`src/rtl/dpu_axil_pkg.sv`:
```
// Shared register map, command-queue entry layout and dispatcher states for the
// AXI4-Lite to dpu_top PIO bridge.
package dpu_axil_pkg;

    localparam int PIO_ADDR_MAX = 24;

    localparam logic [7:0] REG_CMD      = 8'h00;
    localparam logic [7:0] REG_ADDR     = 8'h04;
    localparam logic [7:0] REG_WDATA    = 8'h08;
    localparam logic [7:0] REG_RDATA    = 8'h0C;
    localparam logic [7:0] REG_STATUS   = 8'h10;
    localparam logic [7:0] REG_PERF     = 8'h14;
    localparam logic [7:0] REG_IRQ_EN   = 8'h18;
    localparam logic [7:0] REG_IRQ_STAT = 8'h1C;
    localparam logic [7:0] REG_LEVEL    = 8'h20;
    localparam logic [7:0] REG_CTRL     = 8'h24;

    localparam int CMD_AUTO_INC_BIT = 8;
    localparam int CTRL_FLUSH_CMDQ  = 0;
    localparam int CTRL_FLUSH_RSPQ  = 1;

    localparam int IRQ_DONE   = 0;
    localparam int IRQ_RELOAD = 1;
    localparam int IRQ_DRAIN  = 2;
    localparam int IRQ_OVF    = 3;

    localparam logic [1:0] RESP_OKAY   = 2'b00;
    localparam logic [1:0] RESP_SLVERR = 2'b10;

    typedef struct packed {
        logic [2:0]              cmd_type;
        logic [PIO_ADDR_MAX-1:0] addr;
        logic [7:0]              data;
    } pio_cmd_t;

    typedef enum logic [1:0] {
        DISP_IDLE     = 2'd0,
        DISP_ISSUE    = 2'd1,
        DISP_WAIT_RSP = 2'd2
    } disp_state_e;

    function automatic logic [2:0] popcount4(input logic [3:0] v);
        return 3'(v[0]) + 3'(v[1]) + 3'(v[2]) + 3'(v[3]);
    endfunction

    function automatic logic [1:0] lowest_lane(input logic [3:0] v);
        logic [1:0] r;
        r = 2'd3;
        for (int i = 3; i >= 0; i--) begin
            if (v[i]) r = 2'(i);
        end
        return r;
    endfunction

    function automatic logic reg_known(input logic [7:0] off);
        logic k;
        case (off)
            REG_CMD, REG_ADDR, REG_WDATA, REG_RDATA, REG_STATUS, REG_PERF,
            REG_IRQ_EN, REG_IRQ_STAT, REG_LEVEL, REG_CTRL: k = 1'b1;
            default: k = 1'b0;
        endcase
        return k;
    endfunction

endpackage

```
`src/rtl/dpu_axil_pio_bridge_fifo.sv`:
```
// Show-ahead synchronous FIFO with flush; one-cycle push-to-visible latency.
// Pushes to a full FIFO and pops from an empty one are ignored; flush beats a same-cycle pop.
module dpu_sync_fifo #(
    parameter int WIDTH = 8,
    parameter int DEPTH = 4
) (
    input  logic                     clk_i,
    input  logic                     rst_i,
    input  logic                     push_i,
    input  logic [WIDTH-1:0]         push_dat_i,
    input  logic                     pop_i,
    input  logic                     flush_i,
    output logic [WIDTH-1:0]         pop_dat_o,
    output logic                     full_o,
    output logic                     empty_o,
    output logic [$clog2(DEPTH):0]   level_o
);
    localparam int AW = $clog2(DEPTH);

    logic [WIDTH-1:0] mem_q [DEPTH];
    logic [AW-1:0]    wr_ptr_q, rd_ptr_q, wr_slot;
    logic [AW:0]      level_q;
    logic             do_push, do_pop;

    assign full_o    = (level_q == (AW+1)'(DEPTH));
    assign empty_o   = (level_q == '0);
    assign level_o   = level_q;
    assign pop_dat_o = mem_q[rd_ptr_q];

    // Flush empties the queue first, so a same-cycle push lands in slot 0.
    assign do_push = push_i & (flush_i | ~full_o);
    assign do_pop  = pop_i & ~empty_o & ~flush_i;
    assign wr_slot = flush_i ? '0 : wr_ptr_q;

    always_ff @(posedge clk_i or posedge rst_i) begin
        if (rst_i) begin
            wr_ptr_q <= '0;
            rd_ptr_q <= '0;
            level_q  <= '0;
        end else if (flush_i) begin
            rd_ptr_q <= '0;
            wr_ptr_q <= do_push ? AW'(1) : '0;
            level_q  <= do_push ? (AW+1)'(1) : '0;
        end else begin
            if (do_push) wr_ptr_q <= wr_ptr_q + AW'(1);
            if (do_pop)  rd_ptr_q <= rd_ptr_q + AW'(1);
            level_q <= level_q + (AW+1)'(do_push) - (AW+1)'(do_pop);
        end
    end

    always_ff @(posedge clk_i) begin
        if (do_push) mem_q[wr_slot] <= push_dat_i;
    end

endmodule

```
`src/rtl/dpu_axil_pio_bridge.sv`:
```
// AXI4-Lite slave queueing CPU writes as dpu_top PIO commands; B/R one cycle after handshake
// (WDATA: after last lane push). Backpressure: no new AW/W while B or a push burst is pending.
module dpu_axil_pio_bridge
    import dpu_axil_pkg::*;
#(
    parameter int         ADDR_BITS   = 24,
    parameter int         AXI_ADDR_W  = 6,
    parameter int         CMDQ_DEPTH  = 16,
    parameter int         RSPQ_DEPTH  = 8,
    parameter logic [2:0] RD_CMD_TYPE = 3'd2
) (
    input  logic                  clk_i,
    input  logic                  rst_i,
    input  logic [AXI_ADDR_W-1:0] s_axi_awaddr_i,
    input  logic [2:0]            s_axi_awprot_i,
    input  logic                  s_axi_awvalid_i,
    output logic                  s_axi_awready_o,
    input  logic [31:0]           s_axi_wdata_i,
    input  logic [3:0]            s_axi_wstrb_i,
    input  logic                  s_axi_wvalid_i,
    output logic                  s_axi_wready_o,
    output logic [1:0]            s_axi_bresp_o,
    output logic                  s_axi_bvalid_o,
    input  logic                  s_axi_bready_i,
    input  logic [AXI_ADDR_W-1:0] s_axi_araddr_i,
    input  logic [2:0]            s_axi_arprot_i,
    input  logic                  s_axi_arvalid_i,
    output logic                  s_axi_arready_o,
    output logic [31:0]           s_axi_rdata_o,
    output logic [1:0]            s_axi_rresp_o,
    output logic                  s_axi_rvalid_o,
    input  logic                  s_axi_rready_i,
    output logic                  pio_cmd_valid_o,
    input  logic                  pio_cmd_ready_i,
    output logic [2:0]            pio_cmd_type_o,
    output logic [ADDR_BITS-1:0]  pio_cmd_addr_o,
    output logic [7:0]            pio_cmd_data_o,
    input  logic                  pio_rsp_valid_i,
    input  logic [7:0]            pio_rsp_data_i,
    input  logic                  dpu_busy_i,
    input  logic                  dpu_done_i,
    input  logic                  dpu_reload_req_i,
    input  logic [4:0]            dpu_current_layer_i,
    input  logic [31:0]           dpu_perf_cycles_i,
    output logic                  irq_o
);
    localparam int CQ_LW = $clog2(CMDQ_DEPTH) + 1;
    localparam int RQ_LW = $clog2(RSPQ_DEPTH) + 1;

    // Write channel and push sequencer state.
    logic                 awready_q, awready_d;
    logic                 bvalid_q, bvalid_d;
    logic [1:0]           bresp_q, bresp_d;
    logic                 push_busy_q, push_busy_d;
    logic [3:0]           lanes_q, lanes_d;
    logic [31:0]          wdat_q, wdat_d;
    logic [2:0]           cmd_type_q, cmd_type_d;
    logic                 auto_inc_q, auto_inc_d;
    logic [ADDR_BITS-1:0] addr_q, addr_d;
    logic [3:0]           irq_en_q, irq_en_d;
    logic [3:0]           irq_stat_q, irq_stat_d;
    logic                 irq_q;
    logic                 done_q, reload_q, drain_q;

    // Read channel state.
    logic                 arready_q, rvalid_q;
    logic [31:0]          rdata_q;
    logic [1:0]           rresp_q;

    // Dispatcher state.
    disp_state_e          state_q, state_d;
    pio_cmd_t             cur_q, cur_d;

    logic                 cmdq_push, cmdq_pop, cmdq_flush, cmdq_full, cmdq_empty;
    logic [CQ_LW-1:0]     cmdq_level;
    pio_cmd_t             cmdq_in, cmdq_head;
    logic                 rspq_push, rspq_pop, rspq_flush, rspq_full, rspq_empty;
    logic [RQ_LW-1:0]     rspq_level;
    logic [7:0]           rspq_head;

    logic                 wr_hs, rd_hs, wr_is_wdata, wd_reject, rsp_drop, idle_empty;
    logic [7:0]           aw_off, ar_off;
    logic [2:0]           wstrb_n;
    logic [1:0]           cur_lane;
    logic [3:0]           irq_set, irq_w1c;
    logic [31:0]          rd_val;
    logic                 rd_legal;
    logic                 unused_prot;

    assign unused_prot = ^{s_axi_awprot_i, s_axi_arprot_i};

    assign aw_off      = 8'(s_axi_awaddr_i);
    assign ar_off      = 8'(s_axi_araddr_i);
    assign wr_hs       = awready_q & s_axi_awvalid_i & s_axi_wvalid_i;
    assign rd_hs       = arready_q & s_axi_arvalid_i;
    assign wr_is_wdata = wr_hs & (aw_off == REG_WDATA);
    assign wstrb_n     = popcount4(s_axi_wstrb_i);
    assign wd_reject   = (wstrb_n == 3'd0) ||
                         ({29'b0, wstrb_n} > (32'(CMDQ_DEPTH) - 32'(cmdq_level)));

    assign cmdq_flush  = wr_hs & (aw_off == REG_CTRL) & s_axi_wdata_i[CTRL_FLUSH_CMDQ];
    assign rspq_flush  = wr_hs & (aw_off == REG_CTRL) & s_axi_wdata_i[CTRL_FLUSH_RSPQ];

    assign cur_lane    = lowest_lane(lanes_q);
    assign cmdq_push   = push_busy_q & ~cmdq_full;
    assign cmdq_in     = '{cmd_type: cmd_type_q, addr: PIO_ADDR_MAX'(addr_q),
                           data: wdat_q[{cur_lane, 3'b000} +: 8]};

    always_comb begin
        awready_d   = s_axi_awvalid_i & s_axi_wvalid_i & ~awready_q & ~bvalid_q & ~push_busy_q;
        bvalid_d    = bvalid_q;
        bresp_d     = bresp_q;
        push_busy_d = push_busy_q;
        lanes_d     = lanes_q;
        wdat_d      = wdat_q;
        cmd_type_d  = cmd_type_q;
        auto_inc_d  = auto_inc_q;
        addr_d      = addr_q;
        irq_en_d    = irq_en_q;
        if (bvalid_q & s_axi_bready_i) bvalid_d = 1'b0;
        if (wr_hs) begin
            bresp_d = reg_known(aw_off) ? RESP_OKAY : RESP_SLVERR;
            if (wr_is_wdata & ~wd_reject) begin
                push_busy_d = 1'b1;
                lanes_d     = s_axi_wstrb_i;
                wdat_d      = s_axi_wdata_i;
            end else begin
                bvalid_d = 1'b1;
                if (wr_is_wdata) bresp_d = RESP_SLVERR;
            end
            case (aw_off)
                REG_CMD: begin
                    cmd_type_d = s_axi_wdata_i[2:0];
                    auto_inc_d = s_axi_wdata_i[CMD_AUTO_INC_BIT];
                end
                REG_ADDR:   addr_d   = s_axi_wdata_i[ADDR_BITS-1:0];
                REG_IRQ_EN: irq_en_d = s_axi_wdata_i[3:0];
                default: ;
            endcase
        end
        // One lane per cycle, lowest first; B follows the final lane.
        if (cmdq_push) begin
            lanes_d = lanes_q & ~(4'b0001 << cur_lane);
            if (auto_inc_q) addr_d = addr_q + ADDR_BITS'(1);
            if (lanes_d == 4'b0000) begin
                push_busy_d = 1'b0;
                bvalid_d    = 1'b1;
            end
        end
    end

    assign cmdq_pop   = (state_q == DISP_IDLE) & ~cmdq_empty & ~cmdq_flush;
    assign rspq_push  = (state_q == DISP_WAIT_RSP) & pio_rsp_valid_i;
    assign rsp_drop   = rspq_push & rspq_full & ~rspq_flush;
    assign rspq_pop   = rd_hs & (ar_off == REG_RDATA) & ~rspq_empty;

    always_comb begin
        state_d = state_q;
        cur_d   = cur_q;
        case (state_q)
            DISP_IDLE: begin
                if (cmdq_pop) begin
                    state_d = DISP_ISSUE;
                    cur_d   = cmdq_head;
                end
            end
            DISP_ISSUE: begin
                if (pio_cmd_ready_i)
                    state_d = (cur_q.cmd_type == RD_CMD_TYPE) ? DISP_WAIT_RSP : DISP_IDLE;
            end
            DISP_WAIT_RSP: begin
                if (pio_rsp_valid_i) state_d = DISP_IDLE;
            end
            default: state_d = DISP_IDLE;
        endcase
    end

    // Drain interrupt fires once all queued work has been handed to the core.
    assign idle_empty = cmdq_empty & (state_q == DISP_IDLE);

    always_comb begin
        irq_set             = 4'b0000;
        irq_set[IRQ_DONE]   = dpu_done_i & ~done_q;
        irq_set[IRQ_RELOAD] = dpu_reload_req_i & ~reload_q;
        irq_set[IRQ_DRAIN]  = idle_empty & ~drain_q;
        irq_set[IRQ_OVF]    = (wr_is_wdata & wd_reject) | rsp_drop;
        irq_w1c             = (wr_hs && aw_off == REG_IRQ_STAT) ? s_axi_wdata_i[3:0] : 4'b0000;
        irq_stat_d          = (irq_stat_q & ~irq_w1c) | irq_set;
    end

    always_comb begin
        rd_val   = 32'h0;
        rd_legal = reg_known(ar_off);
        case (ar_off)
            REG_CMD:      rd_val = {23'b0, auto_inc_q, 5'b0, cmd_type_q};
            REG_ADDR:     rd_val = 32'(addr_q);
            REG_RDATA:    rd_val = {23'b0, ~rspq_empty, rspq_empty ? 8'h00 : rspq_head};
            REG_STATUS:   rd_val = {13'b0, cmdq_empty, pio_cmd_ready_i, dpu_reload_req_i,
                                    3'b0, dpu_current_layer_i, 6'b0, dpu_done_i, dpu_busy_i};
            REG_PERF:     rd_val = dpu_perf_cycles_i;
            REG_IRQ_EN:   rd_val = {28'b0, irq_en_q};
            REG_IRQ_STAT: rd_val = {28'b0, irq_stat_q};
            REG_LEVEL:    rd_val = {8'b0, 8'(rspq_level), 8'b0, 8'(cmdq_level)};
            default:      rd_val = 32'h0;
        endcase
    end

    always_ff @(posedge clk_i or posedge rst_i) begin
        if (rst_i) begin
            awready_q   <= 1'b0;
            bvalid_q    <= 1'b0;
            bresp_q     <= RESP_OKAY;
            push_busy_q <= 1'b0;
            lanes_q     <= '0;
            wdat_q      <= '0;
            cmd_type_q  <= '0;
            auto_inc_q  <= 1'b0;
            addr_q      <= '0;
            irq_en_q    <= '0;
            irq_stat_q  <= '0;
            irq_q       <= 1'b0;
            done_q      <= 1'b0;
            reload_q    <= 1'b0;
            drain_q     <= 1'b1;
            arready_q   <= 1'b0;
            rvalid_q    <= 1'b0;
            rdata_q     <= '0;
            rresp_q     <= RESP_OKAY;
            state_q     <= DISP_IDLE;
            cur_q       <= '0;
        end else begin
            awready_q   <= awready_d;
            bvalid_q    <= bvalid_d;
            bresp_q     <= bresp_d;
            push_busy_q <= push_busy_d;
            lanes_q     <= lanes_d;
            wdat_q      <= wdat_d;
            cmd_type_q  <= cmd_type_d;
            auto_inc_q  <= auto_inc_d;
            addr_q      <= addr_d;
            irq_en_q    <= irq_en_d;
            irq_stat_q  <= irq_stat_d;
            irq_q       <= |(irq_en_q & irq_stat_q);
            done_q      <= dpu_done_i;
            reload_q    <= dpu_reload_req_i;
            drain_q     <= idle_empty;
            arready_q   <= s_axi_arvalid_i & ~rvalid_q & ~arready_q;
            if (rd_hs) begin
                rvalid_q <= 1'b1;
                rdata_q  <= rd_val;
                rresp_q  <= rd_legal ? RESP_OKAY : RESP_SLVERR;
            end else if (rvalid_q & s_axi_rready_i) begin
                rvalid_q <= 1'b0;
            end
            state_q     <= state_d;
            cur_q       <= cur_d;
        end
    end

    dpu_sync_fifo #(.WIDTH($bits(pio_cmd_t)), .DEPTH(CMDQ_DEPTH)) u_cmdq (
        .clk_i      (clk_i),
        .rst_i      (rst_i),
        .push_i     (cmdq_push),
        .push_dat_i (cmdq_in),
        .pop_i      (cmdq_pop),
        .flush_i    (cmdq_flush),
        .pop_dat_o  (cmdq_head),
        .full_o     (cmdq_full),
        .empty_o    (cmdq_empty),
        .level_o    (cmdq_level)
    );

    dpu_sync_fifo #(.WIDTH(8), .DEPTH(RSPQ_DEPTH)) u_rspq (
        .clk_i      (clk_i),
        .rst_i      (rst_i),
        .push_i     (rspq_push),
        .push_dat_i (pio_rsp_data_i),
        .pop_i      (rspq_pop),
        .flush_i    (rspq_flush),
        .pop_dat_o  (rspq_head),
        .full_o     (rspq_full),
        .empty_o    (rspq_empty),
        .level_o    (rspq_level)
    );

    assign s_axi_awready_o = awready_q;
    assign s_axi_wready_o  = awready_q;
    assign s_axi_bvalid_o  = bvalid_q;
    assign s_axi_bresp_o   = bresp_q;
    assign s_axi_arready_o = arready_q;
    assign s_axi_rvalid_o  = rvalid_q;
    assign s_axi_rdata_o   = rdata_q;
    assign s_axi_rresp_o   = rresp_q;
    assign pio_cmd_valid_o = (state_q == DISP_ISSUE);
    assign pio_cmd_type_o  = cur_q.cmd_type;
    assign pio_cmd_addr_o  = cur_q.addr[ADDR_BITS-1:0];
    assign pio_cmd_data_o  = cur_q.data;
    assign irq_o           = irq_q;

endmodule
```
`config.mk`:
```
export PLATFORM = sky130hd
export DESIGN_NAME = dpu_axil_pio_bridge
export DESIGN_NICKNAME = d
export VERILOG_FILES = /design/src/rtl/dpu_axil_pkg.sv /design/src/rtl/dpu_axil_pio_bridge_fifo.sv /design/src/rtl/dpu_axil_pio_bridge.sv
export SDC_FILE = /design/constraint.sdc
export NUM_CORES = 1
export LEC_CHECK = 0
export BUFFER_PORTS_ARGS = -buffer_cell sky130_fd_sc_hd__buf_2
export CAP_MARGIN = 20
export CORE_MARGIN = 2
export CORE_UTILIZATION = 55
export CTS_CLUSTER_DIAMETER = 60
export DETAILED_ROUTE_END_ITERATION = 8
export PLACE_DENSITY = 0.76
export SLEW_MARGIN = 20
export SYNTH_ARGS = -nofsm -noshare
export SYNTH_HDL_FRONTEND = slang
export SYNTH_HIERARCHICAL = 1
export SYNTH_SLANG_ARGS = --single-unit
export TNS_END_PERCENT = 1
```
`constraint.sdc`:
```
create_clock -name clk_i -period 5.55 [get_ports clk_i]
set_clock_uncertainty 0.2 [all_clocks]
set_input_delay 0.2775 -clock clk_i [delete_from_list [all_inputs] [get_ports clk_i]]
set_output_delay 0.2775 -clock clk_i [all_outputs]
set_load 0.03 [all_outputs]
```
==> impl.org <==
** Outcome
- Result of the run :: completed

** STA
- F_max :: roughly 0.24 GHz
- Setup violations remaining at the end of the flow were counted as 0.
- Summed over all failing endpoints, the final setup total negative slack is 0 ns.
- In the finished design, the share of the clock period the worst path needs comes to between 70% and 80%.
- The max-slew violation count came to 0.
- The final count of hold timing violations came to 0.
- Worst rel slew slack :: a little over a quarter
- Transition at the pin with the smallest max-transition slack :: roughly 1.1 ns
- Setup repair after global routing left no endpoint under its margin.
- Final Critical Period :: between 4 and 5 ns
- Hold slack final :: between 0.04 and 0.05 ns

** Power
- The share of total power dissipated in sequential elements is a little over two fifths.
- IR analysis of the VDD net gives a maximum drop of a little over 0.0003 V.
- In this run the power density over the cells is roughly 430 mW/mm^2.
- Cell internal power dissipation :: approximately 12 mW
- Net switching power :: around 5.1 mW
- Of the total power, combinational logic draws about a quarter.
- Switching part of the total power :: between 30% and 40%
- In this run, the clock network consumes 32.1% of the power.
- For this design the static power due to leakage is 14.2 nW.

** Routing
- Number of nets still failing antenna checks after routing :: 0
- Summing over every cut layer, the via total after detailed routing is between 15000 and 20000.
- Via count normalized by instance count :: about 6.3
- In the routed design, unresolved DRC markers number 0.
- In this run, the number of DRC markers left after iteration 0 of detailed routing was between 2000 and 2500.
- For this run, the detailed router's first-pass iteration total came to 6.
- Total Routed Length :: between 80000 and 90000 um
- WL/cell :: 26.1 um

** Setup path
- For the worst flop-to-flop path, the logic depth is 10.
- Reg2reg start :: u_cmdq/level_o[2]$_DFF_PP0_
- The worst setup path is captured at a flop.
- Of all nets on the critical path, the largest fanout is 21.
- STA puts the critical path data arrival time at ~4.3 ns.
- The worst setup path is launched from a flop.
- In this run the critical register-to-register path is captured at u_cmdq/mem_q[10][0]$_DFFE_PP_.
- Setup slack on the worst reg-to-reg path comes out at roughly 1.3 ns.
- Startpoint-to-endpoint class of the critical path :: reg -> reg
- Data required time of the critical path :: about 5.6 ns

** Clock network
- After clock tree synthesis, the clock-pin slew on the worst setup and hold paths is 0.06 ns.
- CTS placed an instance of clkbuf_16 at the clock tree root.
- Source-to-sink clock delay at the later pin of the worst-skew pair :: between 0.6 and 0.7 ns
- After clock tree synthesis, the setup repair step added 0 buffers.
- The H-tree was split into 3 levels.
- Total clock sinks :: approximately 800
- Clock tree from TritonCTS :: yes
- TritonCTS created 80 clock buffers.
- Counting along the longest clock path gives a buffer depth of 3.

** Synthesis
- Summed instance area of the synthesized netlist :: ~0.033 sq mm
- Synthesis instantiated between 80 and 90 different standard cells from the library.
- FFs w/ async S/R, synth :: between 20% and 30%
- Share of synthesized area occupied by flip-flops and latches :: 70.4%
- Post-synth EDFFs :: roughly 620
- Primary flip-flop cell chosen by synthesis mapping :: edfxtp_1
- Total number of yosys warnings :: 6
- Synthesized flop and latch total :: roughly 800
- Mean post-synth cell area :: 16.5 sq um
- Synthesis handed over a netlist of roughly 2000 instances.

** GRT
- Number of antenna violations at the first check in global routing :: 2
- The via count of the first global-routing pass came to 20484.
- Global-route wire length before repair :: around 120000 um
- GR Util All Layers :: 26.7%
- Global routing finished with a remaining overflow of 0.
- Pin count of the biggest net entering global routing :: just over 90

** Die
- Floorplan die area :: 0.0617 sq mm
- The floorplan step set the die width to 248 um.
- In this run the core area contains 89 standard-cell rows.
- around 190 I/O pins were placed.
- Std-Cell Core Area :: between 0.05 and 0.06 sq mm
- The die is about 250 um tall.
- Initial Util :: between 50 and 60%

** Final layout
- Share of cells above drive strength 1 :: 22.9%
- At the end of the flow, the number of nets in the layout was 2446.
- Fill cells in the final layout number between 3000 and 4000.
- Summing all flip-flop and latch instances after layout gives between 0.02 and 0.025 sq mm.
- From synthesis to final layout, the design area changed by 17.0%.
- Cells fill between 60% and 70% of the core in the end.
- The multi-input combinational cells in the finished layout cover a total of about 0.0091 sq mm.

** Worst hold path
- Worst hold stages :: 4
- Hold Crit Start :: s_axi_araddr_i[5]
- For hold timing, the worst endpoint is s_axi_rresp_o[1]$_DFFE_PP0P_.
- In this run the worst hold path is classified as in -> reg.

** Placement
- At the end of routability-driven placement, the weighted congestion stood at 0.893.
- Detailed placement finished with a half-perimeter wire length of just under 50000 um.
- Port buffer count :: 180

** Flow run
- Across the run, the number of max-cap violations was 0.
[flip-flops by register name, indices dropped and copies added, names as in the netlist, 5 cells and up]
register	cells
s_axi_rdata_o	32
u_cmdq/mem_q	560
pio_cmd_data_o	8
addr_q	24
u_rspq/mem_q	64
wdat_q	32
pio_cmd_addr_o	24
u_cmdq/level_o	5
[layer usage]
layer	global-route usage, %	up-vias	wire length, um
met5	0	-	0
met4	10.0	0	2820
met3	5.38	172	8010
met2	43.3	1071	39900
met1	36.1	10068	31600
li1	-	8460	-
[power by group through the flow]
stage | clock [mW] | sequential, mW | combinational, mW
3_3_place_gp | 0 | 7.35 | 3.83
4_1_cts | 5.42 | 7.25 | 4.06
3_5_place_dp | 0 | 7.37 | 3.98
5_1_grt | 5.66 | 7.31 | 4.40
2_1_floorplan | 0 | 7.30 | 2.93
6_report | 5.36 | 7.26 | 4.09
[worst max-delay path: stages, from the launching register on]
cell	delay [ns]
dfrtp_1	0.47
inv_1	0.10
ha_1	0.21
nand4bb_1	0.26
inv_1	0.13
nand2b_1	0.26
inv_1	0.31
o21ai_2	0.25
or3b_1	0.61
nor2_4	0.56
buf_4	0.50
[how the worst max path moves through the flow]
stage | start | to | cells after the start
final | u_cmdq/level_o[2]$_DFF_PP0_ | u_cmdq/mem_q[10][0]$_DFFE_PP_ | 10
after global placement | u_cmdq/level_o[2]$_DFF_PP0_ | u_cmdq/mem_q[9][33]$_DFFE_PP_ | 10
after detailed placement | u_cmdq/level_o[2]$_DFF_PP0_ | u_cmdq/mem_q[9][33]$_DFFE_PP_ | 10
after CTS | u_cmdq/level_o[2]$_DFF_PP0_ | u_cmdq/mem_q[9][1]$_DFFE_PP_ | 10
after global routing | u_cmdq/level_o[2]$_DFF_PP0_ | u_cmdq/mem_q[9][24]$_DFFE_PP_ | 10
after floorplan | u_cmdq/level_o[2]$_DFF_PP0_ | u_cmdq/mem_q[12][0]$_DFFE_PP_ | 10
[metrics by stage]
stage | setup slack, ns | cells | area [sq um] | total power [mW]
CTS | 1.38 | 3146 | 38300 | 16.7
global placement | 1.51 | 2890 | 34700 | 11.2
floorplan | -0.137 | 1994 | 32900 | 10.2
global route | 1.14 | 3150 | 38400 | 17.4
finish | 1.30 | 3157 | 38400 | 16.7
detailed placement | 1.42 | 2891 | 34700 | 11.3
[placed cells by master (no fill, tap or decap), types with 9 or more instances in the layout]
cell type	netlist	layout
nor2_4	0	13
a22oi_1	124	124
buf_4	11	51
a211oi_1	13	13
dlygate4sd3_1	0	106
buf_2	20	180
mux2i_1	157	157
clkbuf_1	46	31
clkbuf_16	0	80
nor2_1	79	65
nor2b_1	17	14
inv_1	42	41
dfrtp_1	174	172
edfxtp_1	624	624
o21ai_0	71	70
mux4_2	78	78
nor3_1	16	16
nand2b_1	10	10
ha_1	23	23
a21oi_1	37	37
nand2_1	121	121
mux2_2	67	67
clkinv_1	0	9
nand3_1	56	56
[cells by family after synthesis]
group           count (synthesis)  share of synthesized area, %
other cells                     1                        0.0114
flops                         799                          70.4
xor+xnor                        9                         0.240
simple gates                  371                          5.70
fa+ha+maj                      27                          1.09
compound gates                311                          6.47
buf+inv                       152                          2.52
mux                           323                          13.6
[synth_stat cells (8+ instances only)]
| library cell | count | area share, % |
|---|---|---|
| buf_4 | 11 | 0.25 |
| nand2b_1 | 10 | 0.19 |
| nand2_1 | 121 | 1.4 |
| mux4_2 | 78 | 5.3 |
| edfxtp_1 | 624 | 57 |
| nor3b_1 | 8 | 0.18 |
| nor3_1 | 16 | 0.24 |
| o21ai_0 | 71 | 1.1 |
| nor4_1 | 8 | 0.15 |
| dfrtp_1 | 174 | 13 |
| clkbuf_1 | 46 | 0.53 |
| buf_2 | 20 | 0.30 |
| mux2i_1 | 157 | 4.8 |
| mux2_2 | 67 | 2.3 |
| nor2b_1 | 17 | 0.32 |
| a21oi_1 | 37 | 0.56 |
| nand3_1 | 56 | 0.85 |
| inv_1 | 42 | 0.48 |
| mux4_1 | 8 | 0.64 |
| buf_6 | 17 | 0.58 |
| nor2_1 | 79 | 0.90 |
| a22oi_1 | 124 | 2.8 |
| a22o_1 | 8 | 0.21 |
| buf_1 | 8 | 0.091 |
| a211oi_1 | 13 | 0.30 |
| mux2_4 | 8 | 0.37 |
| ha_1 | 23 | 0.88 |
[layout make-up]
cell class	instances	share of cell area (%)
Antenna cell	8	0.0521
Clock buffer	118	5.75
Clock inverter	31	1.01
Inverter	42	0.423
Multi-Input combinational cell	1043	23.6
Sequential cell	799	60.2
Tap cell	773	2.52
Timing Repair Buffer	343	6.45
[repair_timing]
action,4_1_cts,5_1_grt
endpoints found under the hold margin,297,0
resized for setup,0,0
endpoints found under the setup margin,0,0
hold buffers,106,0
Power figures use the tool's default switching activity.
